## src/rtl/cpu_mem_arbiter.sv

```systemverilog
// N-channel arbiter between CPU-internal requesters and a single external memory port.
// Fixed or round-robin priority, read/write, one-cycle ack, optional bus timeout with error flag.
module cpu_mem_arbiter #(
  parameter int unsigned N       = 3,
  parameter int unsigned AW      = 32,
  parameter int unsigned DW      = 32,
  parameter int unsigned RR      = 1,
  parameter int unsigned TIMEOUT = 0
) (
  input  logic          clk,
  input  logic          reset,
  input  logic [N-1:0]    ch_req,
  input  logic [N-1:0]    ch_wr,
  input  logic [N*AW-1:0] ch_addr,
  input  logic [N*DW-1:0] ch_wdata,
  output logic [DW-1:0]   ch_rdata,
  output logic [N-1:0]    ch_ack,
  output logic [N-1:0]    ch_err,
  output logic [N-1:0]    grant,
  output logic            busy,
  output logic            m_req,
  output logic            m_wr,
  output logic [AW-1:0]   addr,
  output logic [DW-1:0]   data_out,
  input  logic [DW-1:0]   data_in,
  input  logic            m_ack
);

  localparam int unsigned CW = (TIMEOUT == 0) ? 1 : $clog2(TIMEOUT + 1);
  localparam int unsigned IW = (N > 1) ? $clog2(N) : 1;

  typedef enum logic [1:0] {StIdle, StReq, StDone} state_e;

  state_e          state_q, state_d;
  logic [N-1:0]    grant_q, grant_d;
  logic [N-1:0]    ch_ack_q, ch_ack_d;
  logic [N-1:0]    ch_err_q, ch_err_d;
  logic            busy_q, busy_d;
  logic            m_req_q, m_req_d;
  logic            m_wr_q, m_wr_d;
  logic [AW-1:0]   addr_q, addr_d;
  logic [DW-1:0]   data_out_q, data_out_d;
  logic [DW-1:0]   ch_rdata_q, ch_rdata_d;
  logic [IW-1:0]   last_q, last_d;
  logic [CW-1:0]   cnt_q, cnt_d;

  logic            win_found;
  logic [IW-1:0]   win_idx;
  int unsigned     cand;

  // Round-robin searches upward from the channel after the last winner.
  always_comb begin
    win_found = 1'b0;
    win_idx   = '0;
    cand      = 0;
    if (RR != 0) begin
      for (int k = 1; k <= int'(N); k++) begin
        cand = (int'(last_q) + k) % N;
        if (!win_found && ch_req[cand]) begin
          win_found = 1'b1;
          win_idx   = IW'(cand);
        end
      end
    end else begin
      for (int k = 0; k < int'(N); k++) begin
        if (!win_found && ch_req[k]) begin
          win_found = 1'b1;
          win_idx   = IW'(k);
        end
      end
    end
  end

  always_comb begin
    state_d    = state_q;
    grant_d    = grant_q;
    ch_ack_d   = '0;
    ch_err_d   = '0;
    busy_d     = busy_q;
    m_req_d    = m_req_q;
    m_wr_d     = m_wr_q;
    addr_d     = addr_q;
    data_out_d = data_out_q;
    ch_rdata_d = ch_rdata_q;
    last_d     = last_q;
    cnt_d      = cnt_q;
    unique case (state_q)
      StIdle: begin
        if (win_found) begin
          grant_d          = '0;
          grant_d[win_idx] = 1'b1;
          addr_d           = ch_addr[win_idx*AW +: AW];
          data_out_d       = ch_wdata[win_idx*DW +: DW];
          m_wr_d           = ch_wr[win_idx];
          m_req_d          = 1'b1;
          busy_d           = 1'b1;
          last_d           = win_idx;
          cnt_d            = '0;
          state_d          = StReq;
        end
      end
      StReq: begin
        if (m_ack) begin
          if (!m_wr_q) ch_rdata_d = data_in;
          ch_ack_d = grant_q;
          m_req_d  = 1'b0;
          m_wr_d   = 1'b0;
          cnt_d    = '0;
          state_d  = StDone;
        end else if ((TIMEOUT != 0) && (cnt_q == CW'(TIMEOUT - 1))) begin
          ch_ack_d   = grant_q;
          ch_err_d   = grant_q;
          ch_rdata_d = '0;
          m_req_d    = 1'b0;
          m_wr_d     = 1'b0;
          cnt_d      = '0;
          state_d    = StDone;
        end else if (cnt_q != '1) begin
          cnt_d = cnt_q + CW'(1);
        end
      end
      StDone: begin
        grant_d = '0;
        busy_d  = 1'b0;
        cnt_d   = '0;
        state_d = StIdle;
      end
      default: state_d = StIdle;
    endcase
  end

  always_ff @(posedge clk) begin
    if (!reset) begin
      state_q    <= StIdle;
      grant_q    <= '0;
      ch_ack_q   <= '0;
      ch_err_q   <= '0;
      busy_q     <= 1'b0;
      m_req_q    <= 1'b0;
      m_wr_q     <= 1'b0;
      addr_q     <= '0;
      data_out_q <= '0;
      ch_rdata_q <= '0;
      last_q     <= IW'(N - 1);
      cnt_q      <= '0;
    end else begin
      state_q    <= state_d;
      grant_q    <= grant_d;
      ch_ack_q   <= ch_ack_d;
      ch_err_q   <= ch_err_d;
      busy_q     <= busy_d;
      m_req_q    <= m_req_d;
      m_wr_q     <= m_wr_d;
      addr_q     <= addr_d;
      data_out_q <= data_out_d;
      ch_rdata_q <= ch_rdata_d;
      last_q     <= last_d;
      cnt_q      <= cnt_d;
    end
  end

  assign grant    = grant_q;
  assign ch_ack   = ch_ack_q;
  assign ch_err   = ch_err_q;
  assign busy     = busy_q;
  assign m_req    = m_req_q;
  assign m_wr     = m_wr_q;
  assign addr     = addr_q;
  assign data_out = data_out_q;
  assign ch_rdata = ch_rdata_q;

endmodule

```

## config.mk

```make
export PLATFORM = sky130hd
export DESIGN_NAME = cpu_mem_arbiter
export DESIGN_NICKNAME = d
export VERILOG_FILES = /design/src/rtl/cpu_mem_arbiter.sv
export SDC_FILE = /design/constraint.sdc
export NUM_CORES = 1
export LEC_CHECK = 0
export ABC_AREA = 1
export CAP_MARGIN = 20
export CORE_AREA = 10 10 142 144
export CTS_CLUSTER_SIZE = 8
export DETAILED_ROUTE_END_ITERATION = 7
export DIE_AREA = 0 0 152 154
export GPL_ROUTABILITY_DRIVEN = 0
export PLACE_DENSITY = 0.74
export SLEW_MARGIN = 20
export SYNTH_ARGS = -nofsm -noshare
export SYNTH_HDL_FRONTEND = slang
export SYNTH_SLANG_ARGS = --single-unit
```

## constraint.sdc

```tcl
create_clock -name clk -period 5 [get_ports clk]
set_input_delay 1 -clock clk [delete_from_list [all_inputs] [get_ports clk]]
set_output_delay 1 -clock clk [all_outputs]
set_load 0.05 [all_outputs]
```

# After elaboration in Yosys (flattened, before gate mapping)
# Index checks and enable logic that the tools add are counted.
dict set report word_totals {
  wordCells 69
  regBits 109
  inputBits 233
  output_inout_bits 108
}
dict set report op_classes {
  reduce_logical 14
  n_div 3
  eq_ne 4
  n_lt_le_gt_ge 5
  muxes 27
  n_addsub 3
  n_shift 2
  bitwise 1
}
# operator count
set ops {}
lappend ops {{96-bit by 8-bit variable part select with 32-bit output} 2}
lappend ops {{32-bit by 3-bit < comparator with 1-bit output, second input constant} 3}
lappend ops {{32-bit by 2-bit modulo with 32-bit output, second input constant} 3}
lappend ops {{1-bit 2-to-1 mux} 11}
lappend ops {{2-bit 2-to-1 mux} 5}
lappend ops {{3-bit AND reduction} 3}
lappend ops {{1-bit binary-select mux with 2-bit select} 4}
lappend ops {{2-bit by 2-bit adder with 3-bit output, second input constant} 2}
lappend ops {{1-bit one-hot mux with 2 select lines} 3}
lappend ops {{3-bit one-hot mux with 2 select lines} 1}
lappend ops {{2-bit AND reduction} 3}
lappend ops {{2-bit != test, second input constant} 2}
lappend ops {{2-bit one-hot mux with 2 select lines} 1}
lappend ops {{2-bit nonzero test} 2}
lappend ops {{2-bit by 1-bit adder with 3-bit output, second input constant} 1}
lappend ops {{1-bit logical AND} 3}
lappend ops {{2-bit by 3-bit < comparator with 1-bit output, second input constant} 1}
lappend ops {{3-bit 2-to-1 mux} 1}
lappend ops {{1-bit demux with 2-bit select} 1}
lappend ops {{2-bit by 1-bit equality test with 1-bit output, second input constant} 1}
lappend ops {{2-bit equality test, second input constant} 1}
lappend ops {{2-bit by 1-bit >= comparator with 1-bit output, second input constant} 1}
lappend ops {{1-bit logical NOT} 2}
lappend ops {{2-bit logical NOT} 1}
lappend ops {{1-bit NOT} 1}

# Logic depth before layout (Yosys ltp)
dict set report logic_depth {
  ltp_word 17
  depth_mapped 17
  depth_no_buf 15
}

# Worst setup path before layout
# No wires, ideal clock.
dict set report synth_timing {
  path_kind {input to register}
  start {input port ch_req[2]}
  end {register addr_q[10] (netlist: addr[10])}
  slack_ps 2836
  t_required_ps 4868
  path_buffers 2
  stages 12
  setup_time_ps 132
  t_arrival_ps 2031
  cell_sequence {inv_1 > o21ai_1 > nand2_1 > nand2_1 > nor2_2 > nand2_2 > nand2_1 > buf_6 > buf_4 > nand2_1 > nand3_1 > a21oi_1}
}
dict set report synth_via {
  elab_chain_len 10
  elab_cells_between_ends 18
  cone_classes {1 x shift; 12 x mux; 5 x reduce/logical}
}
# element line_no
set synth_lines {}
lappend synth_lines {{start: declaration} 12} ;# input logic [N-1:0] ch_req,
lappend synth_lines {{1-bit binary-select mux with 2-bit select} 59} ;# if (!win_found && ch_req[cand]) begin
lappend synth_lines {{1-bit 2-to-1 mux (not written as such)} 59}
lappend synth_lines {{1-bit 2-to-1 mux} 59}
lappend synth_lines {{1-bit logical NOT} 59}
lappend synth_lines {{1-bit logical AND} 59}
lappend synth_lines {{1-bit 2-to-1 mux} 59}
lappend synth_lines {{1-bit logical NOT} 59}
lappend synth_lines {{1-bit logical AND} 59}
lappend synth_lines {{2-bit 2-to-1 mux or 1-bit 2-to-1 mux (tied branches)} 59}
lappend synth_lines {{96-bit by 8-bit variable part select with 32-bit output or 2-bit AND reduction (tied branches)} n/a}
lappend synth_lines {{end signal: assignment} 154} ;# addr_q <= addr_d;
lappend synth_lines {{end: declaration} 41} ;# logic [AW-1:0] addr_q, addr_d;
# Several ways; a longest one is shown, not always the timed one. The select of a mux whose other input is x is not followed.
# A chain may end at the register's enable or synchronous reset.

# Worst setup path after layout
dict set report layout_timing {
  start {input port ch_req[2]}
  end {register addr_q[12] (netlist: addr[12])}
}
# Same word-level chain as after synthesis.

==> reports/results.ini <==
[sta]
tightestPinTransition_ns = 0.950
whs_ns = 0.460
hold_viol = 0
setup_viol = 0
layout_min_cycle_time_ns = 3.41
fmax_ghz = 0.293
finClkSkew_ns = 0.00926
slew_viol_final = 0
rsz0062_at_grt = no
setup_tns_ns = 0
period_share_pct = 68.3
slew_headroom_pct = 36.6

[routing]
drc = 0
post_drt_via_cell_ratio = 4.91
dr.pass1.iters = 5
postRouteAntennaNets = 0
wl_per_cell_um = 18.7
drtIter0Drc = 343
num_vias = 6941
drt_wl_total_um = 26500

[floorplanning]
rows = 48
ios = 341
fp.dieH_um = 154
coreArea_um2 = 17200
dieArea_um2 = 23400
start_util_pct = 34.6
die_x_um = 152

[critical_path]
crit_family = simple AND/OR/NAND/NOR gates
rrSetupSlack_ns = 1.87
worstSetupStartpointType = input port
crit_fanout = 42
rr_worst_depth = 13
crit_type = input port to flop
critPathCaptureType = flop
timing.rr.end = addr[12]
path_cells = clkdlybuf4s50_1 > inv_1 > o21ai_1 > nand2_1 > nand3_1 > nand3_2 > nand2_2 > buf_4 > nand2_1 > nand3_1 > a21oi_1
max_stage_delay_ns = 0.63
worstPathArrival_ns = 3.61
crit_buf_inv = 3
cpMaxStageDelayCell = nand3_2
r2r_start = last_q[0]
required_ns = 5.20

[cts]
cts_buffers = 9
htreeDepth = 3
cts_setup_buffers = 0
cts_hold_buffers = 0
insertion_delay_ns = 0.35
clk_pin_slew_ns = 0.07
clockRootBuffer = clkbuf_16
cts_resized = 0
cts_max_path_buffers = 2
cts_tree = built
cts.sinks = 109

[yosys]
synth-seq-area-share_pct = 36.7
syn_area_um2 = 5950
synth_top_area_share_pct = 36.7
yosys_warnings = 0
netlist_instances = 890
synth_cell_type_count = 26
post-synth-top-count-cell = nand2_1
synth_top_area_cell = dfxtp_1
ys_seq_elements = 109
synth_top_cells_by_count = nand2_1, inv_1, nand3_1
syn_area_per_cell_um2 = 6.69
async_flop_share_pct = 0
ys.flop_type = dfxtp_1
synth.area.top_cells = dfxtp_1, nand2_1, nand3_1
synth_edf_count = 0

[final_layout]
area_growth_pct = 61.3
drive_gt1_share_pct = 3.71
nNetsFinal = 1419
post-route-util_pct = 55.9

[worst_hold_path]
hold_end = ch_ack[0]
min_path_type = flop to flop
hold_depth = 2
worstHoldStart = grant[0]

[global_routing]
grt_pass1_vias = 7059
grt-ovfl-total = 0
antenna_found_initial = 3
grt_pass1_wl_um = 40200
grt_max_degree = 71
grtUsageTotal_pct = 21.3

[power_and_ir_drop]
ir_worst_vdd_mv = 0.538
p_leak_nw = 4.17
power_density_nw_per_um2 = 695

[outcome]
outcome = finished, final reports clean

[job]
drv_cap = 0

[placed_design]
port_buffers = 337
dp_hpwl_um = 19600

==> layer usage <==
| metal | GRT usage, % | share of wire (%) | vias up |
|---|---|---|---|
| met5 | 0 | 0.049 | - |
| met4 | 7.11 | 2.0 | 2 |
| met3 | 10.2 | 12 | 32 |
| met2 | 34.8 | 47 | 311 |
| met1 | 23.8 | 39 | 3157 |
| li1 | - | - | 3439 |
==> metrics by stage <==
stage                     power [mW]  setup WS [ns]  cell area [um^2]  cells
after floorplan                 4.71           2.84              5960    892
after detailed placement        6.02           1.24              9310   1396
after CTS                       6.74           1.60              9590   1412
after global placement          5.97           1.30              9310   1396
final                           6.67           1.59              9600   1414
after global routing            7.20           1.37              9600   1414
==> cell families after synthesis <==
group / Yosys count / synth area share [%]
DFF: 109 / 36.7
AOI/OAI and AO/OA: 171 / 14.5
adders and majority gates: 4 / 0.841
other: 1 / 0.0630
and+or+nand+nor: 417 / 33.5
buffers and inverters: 188 / 14.4
==> tightest hold or removal path, stage by stage (launching register included) <==
cell and delay [ns]:
dfxtp_1 0.33, inv_1 0.05, nor2_1 0.04
==> layout make-up <==
| cell class | count | area, um^2 |
|---|---|---|
| Fill cell | 1670 | 7580 |
| Timing Repair Buffer | 348 | 3480 |
| Multi-Input combinational cell | 595 | 2920 |
| Sequential cell | 109 | 2180 |
| Inverter | 119 | 447 |
| Tap cell | 225 | 282 |
| Clock buffer | 10 | 239 |
| Clock inverter | 6 | 46.3 |
| Antenna cell | 2 | 5.00 |
==> registers in the layout (all words and copies together), names as in the netlist <==
name	cells
m_req	1
m_wr	1
grant	3
last_q	2
state_q	2
busy	1
data_out	32
ch_ack	3
addr	32
ch_rdata	32
==> power breakdown <==
| group | internal (mW) | leakage [nW] | switching [mW] |
|---|---|---|---|
| Combinational | 1.47 | 3.14 | 3.18 |
| Sequential | 1.16 | 0.899 | 0.150 |
| Clock | 0.355 | 0.135 | 0.351 |
==> cells in the final DEF, fill, tap and decap left out, types with 2 or more instances in the layout <==
cell / n
diode_2: 2
o21ai_1: 2
clkinv_4: 2
nand2_1: 156
clkdlybuf4s50_1: 336
nand3_2: 2
nor2_1: 72
conb_1: 3
clkbuf_16: 9
buf_4: 9
o21ai_0: 65
dfxtp_1: 109
a21oi_1: 101
nand2_2: 4
inv_1: 112
nand3_1: 112
inv_2: 7
clkinvlp_4: 2
nand3b_1: 66
buf_12: 2
ha_1: 4
==> worst max path at each step <==
stage	start	end	slack, ns	cells past startpoint
2_1_floorplan	ch_req[2]	addr[10]	2.84	12
3_3_place_gp	ch_req[2]	addr[4]	1.30	11
3_5_place_dp	ch_req[2]	addr[12]	1.24	11
4_1_cts	ch_req[2]	addr[12]	1.60	11
5_1_grt	ch_req[2]	addr[21]	1.37	11
6_report	ch_req[2]	addr[12]	1.59	11
Note: power is estimated with default switching activity, not from simulation.
